===== src/rtl/sweeper_pkg.sv =====
// Shared types and limits for the truth-table sweeper and its hold timer.
package sweeper_pkg;

  typedef enum logic [1:0] {
    IDLE  = 2'd0,
    DRIVE = 2'd1,
    DONE  = 2'd2
  } state_t;

  localparam int WIDTH_MIN = 1;
  localparam int WIDTH_MAX = 6;
  localparam int HOLD_MIN  = 1;
  localparam int HOLD_MAX  = 15;

  // Timer wide enough to hold HOLD_MAX-1.
  localparam int TIMER_W = $clog2(HOLD_MAX + 1);

endpackage


===== src/rtl/hold_timer.sv =====
// Loadable down-counter that marks the last of HOLD cycles, then reloads itself
// so consecutive vectors are held back-to-back without a gap cycle.
module hold_timer
  import sweeper_pkg::*;
#(
  parameter int HOLD = 2
) (
  input  logic clock,
  input  logic reset,
  input  logic load,
  input  logic run,
  output logic expire
);

  localparam logic [TIMER_W-1:0] RELOAD = TIMER_W'(HOLD - 1);

  logic [TIMER_W-1:0] count_reg;
  logic [TIMER_W-1:0] count_next;

  always_comb begin
    count_next = count_reg;
    if (load) begin
      count_next = RELOAD;
    end else if (run) begin
      count_next = (count_reg == '0) ? RELOAD : count_reg - 1'b1;
    end
  end

  always_ff @(posedge clock or negedge reset) begin
    if (!reset) begin
      count_reg <= RELOAD;
    end else begin
      count_reg <= count_next;
    end
  end

  assign expire = (count_reg == '0);

endmodule


===== src/rtl/truth_table_sweeper.sv =====
// Walks all 2**WIDTH input vectors (binary or Gray order), holds each HOLD cycles,
// captures the sampled response table and counts mismatches against a golden table.
module truth_table_sweeper
  import sweeper_pkg::*;
#(
  parameter int WIDTH = 3,
  parameter int HOLD  = 2
) (
  input  logic                  clock,
  input  logic                  reset,
  input  logic                  start,
  input  logic                  abort,
  input  logic                  gray,
  input  logic [2**WIDTH-1:0]   expected,
  input  logic                  resp_in,
  output logic [WIDTH-1:0]      vec_out,
  output logic                  busy,
  output logic                  done,
  output logic [2**WIDTH-1:0]   table_out,
  output logic [WIDTH:0]        fail_count,
  output logic [WIDTH-1:0]      first_fail
);

  localparam int VECS = 2**WIDTH;
  localparam logic [WIDTH-1:0] LAST = WIDTH'(VECS - 1);

  state_t            state_reg;
  state_t            state_next;
  logic [WIDTH-1:0]  index_reg;
  logic              gray_reg;
  logic [VECS-1:0]   table_reg;
  logic [WIDTH:0]    fail_reg;
  logic [WIDTH-1:0]  first_reg;

  logic accept;
  logic sample;
  logic expire;
  logic mismatch;

  hold_timer #(
    .HOLD (HOLD)
  ) u_hold_timer (
    .clock  (clock),
    .reset  (reset),
    .load   (accept),
    .run    (state_reg == DRIVE),
    .expire (expire)
  );

  assign accept   = (state_reg == IDLE) && start;
  // Abort wins over a sample landing in the same cycle.
  assign sample   = (state_reg == DRIVE) && expire && !abort;
  assign vec_out  = gray_reg ? (index_reg ^ (index_reg >> 1)) : index_reg;
  assign mismatch = (resp_in != expected[vec_out]);

  always_ff @(posedge clock or negedge reset) begin
    if (!reset) begin
      state_reg <= IDLE;
    end else begin
      state_reg <= state_next;
    end
  end

  always_comb begin
    state_next = state_reg;
    case (state_reg)
      IDLE:    if (start) state_next = DRIVE;
      DRIVE: begin
        if (abort) begin
          state_next = IDLE;
        end else if (expire && (index_reg == LAST)) begin
          state_next = DONE;
        end
      end
      DONE:    state_next = IDLE;
      default: state_next = IDLE;
    endcase
  end

  always_comb begin
    busy = (state_reg == DRIVE);
    done = (state_reg == DONE);
  end

  // The index parks on the last vector so vec_out keeps driving it after the sweep.
  always_ff @(posedge clock or negedge reset) begin
    if (!reset) begin
      index_reg <= '0;
      gray_reg  <= 1'b0;
      table_reg <= '0;
      fail_reg  <= '0;
      first_reg <= '0;
    end else if (accept) begin
      index_reg <= '0;
      gray_reg  <= gray;
      table_reg <= '0;
      fail_reg  <= '0;
      first_reg <= '0;
    end else if (sample) begin
      table_reg[vec_out] <= resp_in;
      if (index_reg != LAST) begin
        index_reg <= index_reg + 1'b1;
      end
      if (mismatch) begin
        fail_reg <= fail_reg + 1'b1;
        if (fail_reg == '0) begin
          first_reg <= vec_out;
        end
      end
    end
  end

  assign table_out  = table_reg;
  assign fail_count = fail_reg;
  assign first_fail = first_reg;

endmodule


===== config.mk =====
export PLATFORM = sky130hd
export DESIGN_NAME = truth_table_sweeper
export DESIGN_NICKNAME = d
export VERILOG_FILES = /design/src/rtl/sweeper_pkg.sv /design/src/rtl/hold_timer.sv /design/src/rtl/truth_table_sweeper.sv
export SDC_FILE = /design/constraint.sdc
export NUM_CORES = 1
export LEC_CHECK = 0
export CORE_UTILIZATION = 45
export CTS_CLUSTER_SIZE = 28
export DETAILED_ROUTE_END_ITERATION = 12
export PLACE_DENSITY = 0.75
export SYNTH_ARGS = -nofsm -noshare
export SYNTH_HDL_FRONTEND = slang
export SYNTH_SLANG_ARGS = --single-unit

===== constraint.sdc =====
create_clock -name clock -period 1.9 [get_ports clock]
set_input_delay 0.19 -clock clock [delete_from_list [all_inputs] [get_ports clock]]
set_output_delay 0.19 -clock clock [all_outputs]
set_load 0.1 [all_outputs]

==> impl_metrics.ini, run 1 <==
[routing]
avgRoutedWirePerCell_um = 14.77
wirelength_um = 4107
dr.first_iter.drc_count = 86
drc = 0
drtPass1Iterations = 4
detail-route-antenna-nets = 0
vias = 1474
viasPerCell = 5.302

[grt]
grt_max_degree = 26
grt_overflow = 0
antenna_found_initial = 0
grt_usage_pct = 25.22
grt_pass1_wl_um = 6755
grt_pass1_vias = 1493

[logic_synthesis]
avgSynthCellArea_um2 = 9.042
syn_nets = 194
synth.top_cell.area_share_pct = 38.62
synth_top_cell_by_area = dfrtp_1
yosysSeqAreaShare_pct = 40.31
synth-edff-count = 0
async_reset_ff_share_pct = 100.0
ys_ff_latch = 25
ys_dominant_reg_cell = dfrtp_1
netlist_area_um2 = 1555
synth_area_leaders = dfrtp_1, mux2i_1, nand2_1
syn_inst = 172
synth_cell_types = 35
ys_warn_count = 0

[worst_setup_path]
cp-start-kind = flop
crit_chain = ha_4 -> mux2i_4 -> mux2i_1 -> buf_4 -> mux2_4 -> o211ai_1 -> a21oi_2
worst_path_max_delay_cell = dfrtp_1
max_stage_delay_ps = 440
critPathCaptureType = flop
path_max_fanout = 3
path_buf_inv = 1
crit_arrival_ps = 2220
path_delay_family = multiplexers
required_ps = 2120
path_class = flop to flop

[finish]
n_antenna_cell = 0
nFillCells = 213
nets = 257
drive_gt1_share_pct = 39.74
area_growth_pct = 53.50
largest_reg_flops = 8

[placement]
io_buffers = 33
finalWeightedCongestion = 0.9492
dp_slack_ps = -203.4
hpwlAfterDp_um = 2901

[run_status]
status = finished with violations
violations = negative setup slack

[sta]
whs_ps = 203.4
hold_viol = 0
rsz0062_at_grt = yes
setup_viol = 10
fin_crit_ps = 2000
slew_headroom_pct = 71.33
finalCritPeriodShare_pct = 105.2
fin_skew_ps = 3.709
max_slew.worst_pin.slew_ps = 430.1
max_freq_mhz = 500.1
fin_ws_ps = -99.57
drv_slew = 0

[power_and_ir_drop]
power_leakage_nw = 1.028
ir_drop_v = 0.0006054
power.density_nw_per_um2 = 842.5

[floorplan]
die-area_um2 = 3695
row_count = 20
die_y_um = 60.79
start_util_pct = 49.33
die_x_um = 60.79
io_pins = 34
core_area_um2 = 3153

[clock_network]
cts_max_path_buffers = 2
path_clk_slew_ps = 140
cts_sinks = 25
cts_tree = done
clkLatencyLatePin_ps = 330
cts_inserted_buffers = 3
cts_max_level = 1
cts-root-buf = clkbuf_4

[job]
max_cap_viol_count = 0

[hold_path]
hold_class = input pin to asynchronous set/reset pin
-- cell usage in the layout (no fill, tap or decap), types with 3 or more instances in the layout --
| cell type | instances |
|---|---|
| mux2i_4 | 5 |
| ha_1 | 5 |
| clkbuf_4 | 3 |
| nor2_1 | 9 |
| or3_1 | 4 |
| buf_6 | 4 |
| a21oi_1 | 13 |
| nand3_1 | 9 |
| buf_12 | 5 |
| inv_2 | 3 |
| a21oi_2 | 3 |
| buf_4 | 44 |
| nand2_1 | 28 |
| o21ai_0 | 7 |
| clkdlybuf4s50_1 | 13 |
| inv_1 | 4 |
| ha_4 | 3 |
| mux2i_1 | 10 |
| dfrtp_1 | 24 |
-- where the power goes --
part | internal, mW | total [mW] | switching (mW)
clock | 0.0793 | 0.251 | 0.172
sequential | 0.601 | 0.668 | 0.0666
combinational | 0.491 | 1.09 | 0.601
total | 1.17 | 2.01 | 0.840
-- logic make-up (layout without fill, tap and decap cells) --
kind of cell	count (synthesis)	count (layout)	synth area share [%]
AOI/OAI and AO/OA	29	29	10.78
and+or+nand+nor	73	73	23.17
DFF	25	25	40.31
muxes	18	18	12.47
buffers and inverters	18	80	6.275
adders and majority gates	8	8	6.436
xor gates and xnor gates	1	1	0.5633
-- stage by stage --
stage / util [%] / std cells / setup TNS (ps) / total power [mW] / area, um^2
floorplan: - / 172 / -4191 / 1.219 / 1612
detailed placement: 68.49 / 269 / -1667 / 1.591 / 2160
CTS: 74.13 / 277 / -548.6 / 1.976 / 2337
global route: 75.71 / 278 / -2021 / 2.113 / 2387
global placement: 68.49 / 269 / -737.3 / 1.560 / 2160
finish: 75.71 / 278 / -677.5 / 2.011 / 2387
-- final cells by class --
class / instances / area, um^2 / area share [%]
clock buffer: 3 / 22.52 / 0.9434
clock inverter: 1 / 5.005 / 0.2096
inverter: 10 / 47.55 / 1.992
multi-input combinational: 129 / 1025 / 42.92
sequential: 25 / 626.9 / 26.26
tap: 44 / 55.05 / 2.306
timing repair buffer: 66 / 605.6 / 25.37
-- repair_timing --
item | 4_1_cts | 5_1_grt
pin swaps | 13 | 3
hold buffers | 0 | 0
buffers inserted | 4 | 1
setup endpoints to repair | 13 | 17
gates resized for setup | 26 | 9
-- final timing paths --
path | startpoint | to | slack, ps | cells after the start
hold / removal | reset | table_out[3] | 200 | 2
max in group asynchronous | reset | u_hold_timer.count_reg[0] | 1410 | 2
setup / recovery | index_reg[0] | fail_count[0] | -100 | 7
setup reg to reg | index_reg[0] | fail_count[0] | -100 | 7
hold reg to reg | table_out[0] | table_out[0] | 540 | 2
min in group clock | gray | gray_reg | 370 | 3
-- cell usage after synthesis, drive strengths merged, types with 2 or more instances --
library cell / n
a21oi: 16
dfrtp: 24
or3b: 2
nor2: 12
mux2i: 16
o211ai: 3
buf: 5
inv: 10
nand2: 30
clkbuf: 3
mux2: 2
nor3b: 2
o21ai: 8
nand2b: 2
nor3: 4
or3: 4
ha: 8
nor4: 4
nand3: 9
-- per-layer routing --
metal / track usage [%] / routed length [um] / vias up
met5: 0 / 0 / -
met4: 10.71 / 68 / 0
met3: 2.772 / 237 / 7
met2: 45.21 / 2127 / 53
met1: 30.61 / 1674 / 693
li1: - / - / 721
(Power assumes the default switching activity.)
==> inputs of run 2 (changes only) <==
Settings changed: CTS_CLUSTER_SIZE 28 to 14, SLEW_MARGIN from default to 15.
==> results of run 2 <==
Same layout as run 1: the final DEF is identical, and so are final timing and power.
==> inputs of run 3 (changes only) <==
Settings changed: CORE_ASPECT_RATIO from default to 0.5.
==> impl_metrics.ini, run 3 (synthesis gave the netlist of run 1 again) <==
[grt]
grt_pass1_wl_um = 6768
antenna_found_initial = 0
grt_usage_pct = 24.17
grt_overflow = 0
grt_max_degree = 26
grt_pass1_vias = 1470

[power_and_ir_drop]
power.density_nw_per_um2 = 898.9
power_mw = 2.174
power_leakage_nw = 1.037
ir_drop_v = 0.0005034

[routing]
vias = 1485
drt-met1-wl_um = 2086
avgRoutedWirePerCell_um = 15.98
viasPerCell = 5.440
dr.max_layer_used = met4
drc = 0
wl_met2_um = 2014
wl_met3_um = 177
wirelength_um = 4362
detail-route-antenna-nets = 0
dr.first_iter.drc_count = 76
drtPass1Iterations = 4

[worst_setup_path]
critPathCaptureType = primary output
required_ps = 1710
path_max_fanout = 3
cp-start-kind = flop
crit_arrival_ps = 1920
path_class = flop to primary output

[finish]
instances_no_fill = 273
n_antenna_cell = 0
fin_util_pct = 77.13
final_common_cell = buf_4
final_cell_mix = buf_4, nand2_1, dfrtp_1, clkdlybuf4s50_1, a21oi_1
largest_reg_flops = 8
drive_gt1_share_pct = 40.34
nets = 256
finish.instance_area_um2 = 2419
area_growth_pct = 55.51

[job]
max_cap_viol_count = 0

[clock_network]
cts_sinks = 25
cts-root-buf = clkbuf_8
clkLatencyLatePin_ps = 280
cts_tree = done
cts_max_path_buffers = 2
path_clk_slew_ps = 100
cts_max_level = 1
cts_inserted_buffers = 3

[sta]
setup_viol = 17
fin_skew_ps = 14.93
finalCritPeriodShare_pct = 111.3
fin_tns_setup_ps = -2003
drv_slew = 0
fin_ws_ps = -214.2
max_slew.worst_pin.slew_ps = 381.2
rsz0062_at_grt = yes
slew_headroom_pct = 74.53
max_freq_mhz = 473.0
hold_viol = 0
fin_crit_ps = 2114

[floorplan]
io_pins = 34
start_util_pct = 49.60
die-area_um2 = 3710
die_y_um = 43.57
row_count = 14
core_area_um2 = 3136
die_x_um = 85.14

[placement]
postPlaceCellArea_um2 = 2125
dp_cells = 261
hpwlAfterDp_um = 2803
finalWeightedCongestion = 0.8355
io_buffers = 33

[run_status]
violations = negative setup slack
status = finished with violations

[hold_path]
hold_class = input pin to asynchronous set/reset pin
run 3: timing repair:
action	CTS	global route
gates resized for setup	15	27
setup buffers	4	5
endpoints found under the setup margin	14	17
hold buffers	0	0
pin swaps	4	6
run 3: critical path: stages (launching register included):
cell and delay [ps]:
dfrtp_1 440, ha_4 270, mux2i_4 220, buf_4 160
buf_6 80, buf_6 90, clkinvlp_4 90, buf_6 130
buf_12 150
run 3: worst paths after layout:
kind	from	end	slack, ps	cells after the start
min	reset	first_fail[1]	270	2
min reg2reg	table_out[0]	table_out[0]	530	2
max reg2reg	index_reg[0]	fail_count[3]	-170	7
max	index_reg[0]	vec_out[0]	-210	8
max in group asynchronous	reset	u_hold_timer.count_reg[0]	1330	2
min in group clock	gray	gray_reg	490	3
run 3: per-layer routing:
layer	global-route usage [%]	up-vias
met5	0	-
met4	5.424	0
met3	4.381	10
met2	42.58	41
met1	31.88	717
li1	-	717
run 3: cell type report:
type                       instances  area, um^2
multi-input combinational        129        1035
sequential                        25       626.9
fill                             193       716.9
timing repair buffer              65       613.1
inverter                          10       47.55
clock buffer                       3       41.29
tap                               40       50.05
clock inverter                     1       5.005
run 3: report_power, final:
part,internal (mW),switching (mW)
registers,0.601,0.0535
clock network,0.147,0.183
logic,0.545,0.645
run 3: stage by stage:
stage / hold WS, ps / setup slack [ps]
floorplan: -105.6 / -573.7
global placement: 513.1 / -94.67
detailed placement: 516.4 / -146.7
CTS: 279.5 / -126.3
global route: 291.3 / -263.8
finish: 266.0 / -214.2
